--- config.mk ---
export PLATFORM = sky130hd
export DESIGN_NAME = ascon_permutation_finale
export DESIGN_NICKNAME = d
export VERILOG_FILES = /design/src/rtl/ascon_permutation_finale_pkg.sv /design/src/rtl/ascon_permutation_finale_sbox.sv /design/src/rtl/ascon_permutation_finale.sv
export SDC_FILE = /design/constraint.sdc
export NUM_CORES = 2
export LEC_CHECK = 0
export BUFFER_PORTS_ARGS = -buffer_cell sky130_fd_sc_hd__buf_2
export CAP_MARGIN = 20
export CORE_UTILIZATION = 35
export CTS_BUF_LIST = sky130_fd_sc_hd__clkbuf_4 sky130_fd_sc_hd__clkbuf_8
export CTS_CLUSTER_SIZE = 40
export DETAILED_ROUTE_END_ITERATION = 16
export SETUP_SLACK_MARGIN = 0.2
export SLEW_MARGIN = 20
export SYNTH_ARGS = -nofsm -noshare
export SYNTH_HDL_FRONTEND = slang
export SYNTH_HIERARCHICAL = 1
export SYNTH_SLANG_ARGS = --single-unit
--- constraint.sdc ---
create_clock -name clock_i -period 3.47 [get_ports clock_i]
set_input_delay 0.347 -clock clock_i [delete_from_list [all_inputs] [get_ports clock_i]]
set_output_delay 0.347 -clock clock_i [all_outputs]
set_load 0.05 [all_outputs]
--- src/rtl/ascon_permutation_finale_pkg.sv ---
// Shared types and lookup tables for the ASCON single-round permutation datapath.
package ascon_pack;

  typedef logic [63:0] type_state [0:4];

  // Round constants indexed by round counter; indices 12..15 add nothing.
  localparam logic [7:0] RoundConst [16] = '{
    8'hF0, 8'hE1, 8'hD2, 8'hC3, 8'hB4, 8'hA5, 8'h96, 8'h87,
    8'h78, 8'h69, 8'h5A, 8'h4B, 8'h00, 8'h00, 8'h00, 8'h00
  };

  localparam logic [4:0] SboxTable [32] = '{
    5'h04, 5'h0B, 5'h1F, 5'h14, 5'h1A, 5'h15, 5'h09, 5'h02,
    5'h1B, 5'h05, 5'h08, 5'h12, 5'h1D, 5'h03, 5'h06, 5'h1C,
    5'h1E, 5'h13, 5'h07, 5'h0E, 5'h00, 5'h0D, 5'h11, 5'h18,
    5'h10, 5'h0C, 5'h01, 5'h19, 5'h16, 5'h0A, 5'h0F, 5'h17
  };

  function automatic logic [63:0] ror64(input logic [63:0] v, input int unsigned n);
    return (v >> n) | (v << (64 - n));
  endfunction

endpackage

--- src/rtl/ascon_permutation_finale_sbox.sv ---
// 5-bit ASCON S-box lookup; bit 4 of the input carries x0.
module sbox_5bit
  import ascon_pack::*;
(
  input  logic [4:0] sbox_i,
  output logic [4:0] sbox_o
);

  always_comb begin
    sbox_o = SboxTable[sbox_i];
  end

endmodule

--- src/rtl/ascon_permutation_finale.sv ---
// One ASCON round per enabled cycle with input/output key, data and domain XORs.
// Optional decrypt behaviour is built when ASCON_DECRYPT_EN is defined.
module ascon_permutation_finale
  import ascon_pack::*;
(
  input  logic         clock_i,
  input  logic         reset_i,
  input  type_state    state_i,
  input  logic         data_sel_i,
  input  logic [3:0]   counter_i,
  input  logic [63:0]  data_i,
  input  logic [127:0] key_i,
  input  logic         en_xor_data_i,
  input  logic         en_data_i,
  input  logic         en_xor_key_i,
  input  logic         en_xor_key_end_i,
  input  logic         en_xor_lsb_i,
  input  logic         en_reg_state_i,
  input  logic         en_cipher_i,
  output logic [63:0]  cipher_o,
  output logic [127:0] tag_o
);

  type_state   state_q, state_d;
  type_state   x_mux, x_begin, x_rc, x_sbox, x_lin, x_end;
  logic [63:0] cipher_q, cipher_d;
  logic [4:0]  sbox_in  [64];
  logic [4:0]  sbox_out [64];

`ifndef ASCON_DECRYPT_EN
  logic unused_en_data;
  assign unused_en_data = en_data_i;
`endif

  always_comb begin : p_begin
    for (int i = 0; i < 5; i++) begin
      x_mux[i] = data_sel_i ? state_q[i] : state_i[i];
    end
    x_begin = x_mux;
    if (en_xor_data_i) begin
      x_begin[0] = x_mux[0] ^ data_i;
    end
    cipher_d = en_cipher_i ? x_begin[0] : cipher_q;
`ifdef ASCON_DECRYPT_EN
    // Decrypt: ciphertext word replaces x0, the recovered plaintext is captured.
    if (en_data_i) begin
      x_begin[0] = data_i;
      cipher_d   = en_cipher_i ? (x_mux[0] ^ data_i) : cipher_q;
    end
`endif
    if (en_xor_key_i) begin
      x_begin[1] = x_begin[1] ^ key_i[127:64];
      x_begin[2] = x_begin[2] ^ key_i[63:0];
    end
    x_rc = x_begin;
    x_rc[2][7:0] = x_begin[2][7:0] ^ RoundConst[counter_i];
  end

  always_comb begin : p_sbox_scatter
    for (int j = 0; j < 64; j++) begin
      sbox_in[j] = {x_rc[0][j], x_rc[1][j], x_rc[2][j], x_rc[3][j], x_rc[4][j]};
    end
  end

  for (genvar j = 0; j < 64; j++) begin : g_sbox
    sbox_5bit u_sbox (
      .sbox_i (sbox_in[j]),
      .sbox_o (sbox_out[j])
    );
  end

  always_comb begin : p_end
    x_sbox = '{default: '0};
    for (int j = 0; j < 64; j++) begin
      for (int i = 0; i < 5; i++) begin
        x_sbox[i][j] = sbox_out[j][4-i];
      end
    end
    x_lin[0] = x_sbox[0] ^ ror64(x_sbox[0], 19) ^ ror64(x_sbox[0], 28);
    x_lin[1] = x_sbox[1] ^ ror64(x_sbox[1], 61) ^ ror64(x_sbox[1], 39);
    x_lin[2] = x_sbox[2] ^ ror64(x_sbox[2], 1)  ^ ror64(x_sbox[2], 6);
    x_lin[3] = x_sbox[3] ^ ror64(x_sbox[3], 10) ^ ror64(x_sbox[3], 17);
    x_lin[4] = x_sbox[4] ^ ror64(x_sbox[4], 7)  ^ ror64(x_sbox[4], 41);
    x_end = x_lin;
    if (en_xor_key_end_i) begin
      x_end[3] = x_lin[3] ^ key_i[127:64];
      x_end[4] = x_lin[4] ^ key_i[63:0];
    end
    if (en_xor_lsb_i) begin
      x_end[4][0] = ~x_end[4][0];
    end
    for (int i = 0; i < 5; i++) begin
      state_d[i] = en_reg_state_i ? x_end[i] : state_q[i];
    end
  end

  always_ff @(posedge clock_i) begin
    if (reset_i) begin
      state_q  <= '{default: '0};
      cipher_q <= '0;
    end else begin
      state_q  <= state_d;
      cipher_q <= cipher_d;
    end
  end

  assign cipher_o = cipher_q;
  assign tag_o    = {state_q[3], state_q[4]};

endmodule

; After elaboration in Yosys (flattened, before gate mapping)
; Memories as Yosys holds them, arrays and structs flattened.
; Cells that the tools add are included.
[totals]
reg_bits = 384
mem_bits_ro = 10368
elab_cells = 367
mem_count = 65
[classes]
n_lt_le_gt_ge = 65
n_mux = 139
bitwise = 92
[memory_table]
columns = name, depth, width, rd, rd_ports_with_merged_regs, wr, line_no
row1 = (name not given), 32, 5, 1, 0, 0, ascon_permutation_finale_sbox.sv:10  ; sbox_o = SboxTable[sbox_i];
row2 = (name not given), 32, 5, 1, 0, 0, ascon_permutation_finale_sbox.sv:10
row3 = (name not given), 32, 5, 1, 0, 0, ascon_permutation_finale_sbox.sv:10
row4 = (name not given), 32, 5, 1, 0, 0, ascon_permutation_finale_sbox.sv:10
row5 = (name not given), 32, 5, 1, 0, 0, ascon_permutation_finale_sbox.sv:10
row6 = (name not given), 32, 5, 1, 0, 0, ascon_permutation_finale_sbox.sv:10
row7 = +59 memories, n/a, n/a, n/a, n/a, n/a, n/a
[op_table]
columns = op, count
row1 = 64-bit bitwise XOR, 15
row2 = 5-bit two-way mux, 128
row3 = 6-bit greater-or-equal comparator (second input constant), 64
row4 = 64-bit two-way mux, 6
row5 = 5-bit NOT with 6-bit output, 64
row6 = 128-bit two-way mux, 2
row7 = 23-bit by 64-bit OR with 64-bit output, 1
row8 = 25-bit by 64-bit OR with 64-bit output, 1
row9 = 3-bit by 64-bit OR with 64-bit output, 1
row10 = 36-bit by 64-bit OR with 64-bit output, 1
row11 = 45-bit by 64-bit OR with 64-bit output, 1
row12 = 47-bit by 64-bit OR with 64-bit output, 1
row13 = 54-bit by 64-bit OR with 64-bit output, 1
row14 = 57-bit by 64-bit OR with 64-bit output, 1
row15 = 58-bit by 64-bit OR with 64-bit output, 1
row16 = 63-bit by 64-bit OR with 64-bit output, 1
row17 = 8-bit two-way mux, 2
row18 = 8-bit bitwise XOR, 1
row19 = 5-bit greater-or-equal comparator (second input constant), 1
row20 = 4-bit NOT with 5-bit output, 1
row21 = 1-bit two-way mux, 1
row22 = 1-bit NOT, 1

; Depth between registers and ports, before layout
[logic_depth]
ltp_word = 16
depth_mapped = 15
mapped_depth_nobuf = 12

; Modules after synthesis
; The synthesis kept the hierarchy.
[modules_own_cells]
columns = module, n_inst, cells_per_inst, area_each_um2, seq_area_each_um2
row1 = ascon_permutation_finale, 1, 3066, 27495.1, 7687.4
row2 = sbox_5bit, 64, 28, 217.7, 0.0

; Worst setup path before layout
; No wires, ideal clock.
[synth_path]
path_kind = input to register
startpoint = input port data_sel_i
endpoint = register state_q (netlist bit tag_o[0])
arrival_time_ns = 3.042
t_required_ns = 3.342
path_slack_ns = 0.301
stages = 15
n_path_buf = 4
cell_sequence = buf_2 -> buf_6 -> buf_2 -> buf_4 -> mux2i_1 -> xor2_1 -> inv_1 -> ha_1 -> nor3_1 -> a21oi_1 -> mux2_2 -> xnor2_1 -> xnor3_1 -> mux2i_1 -> nor2_1
[synth_lines]
columns = item, line_no
row1 = start: declaration, ascon_permutation_finale.sv:9  ; input logic data_sel_i,
row2 = end signal: assignment, ascon_permutation_finale.sv:102  ; state_q <= state_d;
row3 = end: declaration, ascon_permutation_finale.sv:24  ; type_state state_q, state_d;

==> results.json <==
{
  "grt_start_max_net_pins": 115,
  "slew-limit-headroom_pct": 22.9,
  "worst_hold_path.num_cells": 5,
  "share_seq_of_total_power_pct": 11.1,
  "register_area_um2": 7690,
  "floorplan.io_pins": 718,
  "timing.critical_path.slowest_cell_delay_ps": 470,
  "post_cts.resized_instances": 0,
  "postRouteAntennaNets": 0,
  "core-area_um2": 117000,
  "die_h_um": 346,
  "run_status": "complete, no violations",
  "final_worst_path_cycle_share_pct": 84.8,
  "critPathTopFamily": "XOR/XNOR gates",
  "synth.mux.area_fraction_pct": 16.1,
  "std_cell_rows": 125,
  "post_route_cells_drive_above_1_share_pct": 30.5,
  "grtUsageTotal_pct": 32.1,
  "finalSetupViolations": 0,
  "transition_time_at_the_pin_with_the_least_slew_margin_ps": 1140,
  "cp_cell_sequence": "mux2i_1 > xor2_1 > inv_1 > ha_1 > nor3_1 > a21oi_1 > mux2_2 > xnor2_1 > xnor3_1 > mux2i_1 > nor2_1",
  "dp_worst_setup_slack_ps": -38.0,
  "numPortBuffers": 716,
  "worst_ep_arrival_time_ps": 3530,
  "cts_buffers": 82,
  "dp_hpwl_mm": 170,
  "clock_latency_ps": 770,
  "final_period_minus_worst_setup_slack_ps": 2940,
  "final_hold_viol_count": 0,
  "number_of_nets_in_the_synthesized_netlist": 5768,
  "switching_power_mw": 33.6,
  "synth.yosys.seq_area_share_pct": 18.6,
  "grt_first_pass_wirelength_mm": 272,
  "layout.cells.most_common": "xnor2_1",
  "synth_compound_area_share_pct": 8.12,
  "rsz0062_at_grt": "false",
  "synth_adder_area_share_pct": 11.6,
  "starting_utilization_of_the_core_area_pct": 35.5,
  "timing.critical_path.slowest_stage_cell": "xnor3_1",
  "multi_input_area_um2": 30800,
  "total_die_area_um2": 120000,
  "vdd_ir_drop_max_mv": 0.464,
  "timing_worst_setup_path_type": "reg2reg",
  "first_global_vias": 36600,
  "remaining_drc_errors": 0,
  "mappedNetlistArea_um2": 41400,
  "setup.worst_path.end_class": "register",
  "synth-xor-area-share_pct": 27.1,
  "most_used_cell_along_the_critical_path": "mux2i_1",
  "power.share.clock_pct": 8.8,
  "antenna_violations_before_repair": 31,
  "layout_overhead_on_the_synthesized_area_pct": 25.1,
  "max_freq_mhz": 340,
  "global_route.overflow_total": 0,
  "clk_transition_reported_paths_ps": 60,
  "layout.cells.most_common_list": "xnor2_1 (780), buf_2 (710), nor2_1 (640), buf_4 (609), nand2_1 (451)",
  "dr.pass1.iters": 6,
  "clock_tree.root_cell": "clkbuf_8",
  "fin_nets": 6848,
  "timing.final.ws_setup_ps": 527,
  "synthSimpleGateAreaFrac_pct": 11.5,
  "filler_cell_count": 11800,
  "synth_top_family_by_area": "XOR/XNOR gates",
  "crit_path_max_fanout": 3,
  "routabilityCongestion": 1.02,
  "startpoint_type": "register",
  "p_leak_nw": 24.2,
  "cellPowerDensity_nw_per_um2": 1230,
  "post_synth_inst_count": 4858,
  "dieWidth_um": 346,
  "logic_gate_share_of_total_power_pct": 80.0,
  "min_path_type": "in2reg",
  "post-cts-setup-buffer-count": 0,
  "detail_route.iter0.violations": 3083,
  "cts_buffer_depth": 3,
  "design_power_total_mw": 63.9,
  "timing.final.max_slew_violations": 0,
  "routed_wirelength_mm": 200,
  "max-cap-violations": 0,
  "switching_share_pct": 52.6,
  "routedWlPerCell_um": 26.5,
  "routed-via-count": 38400,
  "worst-endpoint-required_ps": 4050,
  "worst-path-buf-inv": 1,
  "internal-power_mw": 30.3,
  "drt-vias-per-instance": 5.10,
  "synthesis.area_per_instance_um2": 8.53,
  "worstSetupPathDepth": 11,
  "synth.yosys.warnings": 6,
  "final.setup_skew_ps": 59.0,
  "postSynthRegisterBits": 384,
  "timing.reg2reg.worst_path_depth": 11,
  "cts_tree": "done",
  "clkSinkCount": 384,
  "post_cts_hold_buffer_count": 0,
  "synth.distinct_cells": 23,
  "ctsHtreeMaxLevel": 3
}
==> logic make-up (layout without fill, tap and decap cells) <==
kind of cell,after synthesis,after routing
buffers and inverters,555,1700
XOR/XNOR,1224,1224
adder cells (fa/ha/maj),384,384
AND/OR/NAND/NOR,1221,1221
multiplexers,641,641
other,0,11
AO/OA/AOI/OAI,449,449
flip-flops,384,384
==> cells in the mapped netlist <==
master,number,area (µm²)
nand2_1,451,1690
mux2i_1,449,4490
ha_1,384,4800
buf_1,6,22.5
a221oi_2,64,961
buf_6,3,33.8
a21oi_1,130,651
nor2_1,640,2400
buf_4,205,1540
xnor2_1,780,6830
a211oi_1,127,953
xnor3_1,1,22.5
clkbuf_1,88,330
buf_2,61,305
xor2_2,64,1040
o21ai_0,64,320
xor2_1,379,3320
nor2b_1,2,12.5
nor3_1,128,641
inv_1,192,721
dfxtp_1,384,7690
mux2_2,192,2160
a21o_1,64,480
==> per-layer routing <==
layer | track usage [%] | vias to the layer above | share of wire, %
met3 | 5.54 | 437 | 6.8
li1 | - | 17900 | -
met5 | 0 | - | 0.10
met4 | 19.0 | 32 | 6.8
met1 | 40.6 | 18500 | 42
met2 | 51.1 | 1518 | 44
==> worst register-to-register path, stage by stage, from the launching register on <==
cell and delay (ps):
dfxtp_1 310, mux2i_1 240, xor2_1 300, inv_1 80
ha_1 190, nor3_1 160, a21oi_1 60, mux2_2 380
xnor2_1 420, xnor3_1 480, mux2i_1 140, nor2_1 50
==> power groups by stage <==
| stage | sequential [mW] | clock (mW) | combinational, mW |
|---|---|---|---|
| 2_1_floorplan | 6.85 | 0 | 29.5 |
| 3_3_place_gp | 7.15 | 0 | 49.9 |
| 3_5_place_dp | 7.15 | 0 | 50.1 |
| 4_1_cts | 7.07 | 5.73 | 50.5 |
| 5_1_grt | 7.21 | 5.92 | 53.2 |
| 6_report | 7.12 | 5.64 | 51.1 |
==> stage by stage <==
stage	std cells	setup TNS (ps)	hold WS, ps	cell area [µm²]	utilization, %
global placement	7378	0	472	50000	42.8
detailed placement	7378	-38.0	479	50000	42.8
floorplan	4858	0	460	41400	-
global route	7533	0	90.8	51800	44.4
CTS	7527	0	43.3	51800	44.3
finish	7538	0	101	51800	44.4
==> cell type report <==
| class | instances | area share, % |
|---|---|---|
| multi-input combinational | 3919 | 59.4 |
| timing repair buffer | 1359 | 17.2 |
| sequential | 384 | 14.8 |
| tap | 1524 | 3.68 |
| clock buffer | 130 | 3.15 |
| inverter | 192 | 1.39 |
| clock inverter | 19 | 0.311 |
| antenna | 11 | 0.0531 |
==> registers in the layout (all words and copies together) (netlist names) <==
| name | flops |
|---|---|
| cipher_o | 64 |
| state_q | 192 |
| tag_o | 128 |
==> final timing paths <==
| kind | slack, ps | startpoint | to |
|---|---|---|---|
| max | 530 | state_q[169]$_SDFFE_PP0P_ | tag_o[0]$_SDFFE_PP0P_ |
| min | 100 | data_i[7] | cipher_o[7]$_SDFFE_PP0P_ |
| max reg2reg | 530 | state_q[169]$_SDFFE_PP0P_ | tag_o[0]$_SDFFE_PP0P_ |
| min reg2reg | 490 | cipher_o[58]$_SDFFE_PP0P_ | cipher_o[58]$_SDFFE_PP0P_ |
Power figures use the tool's default switching activity.
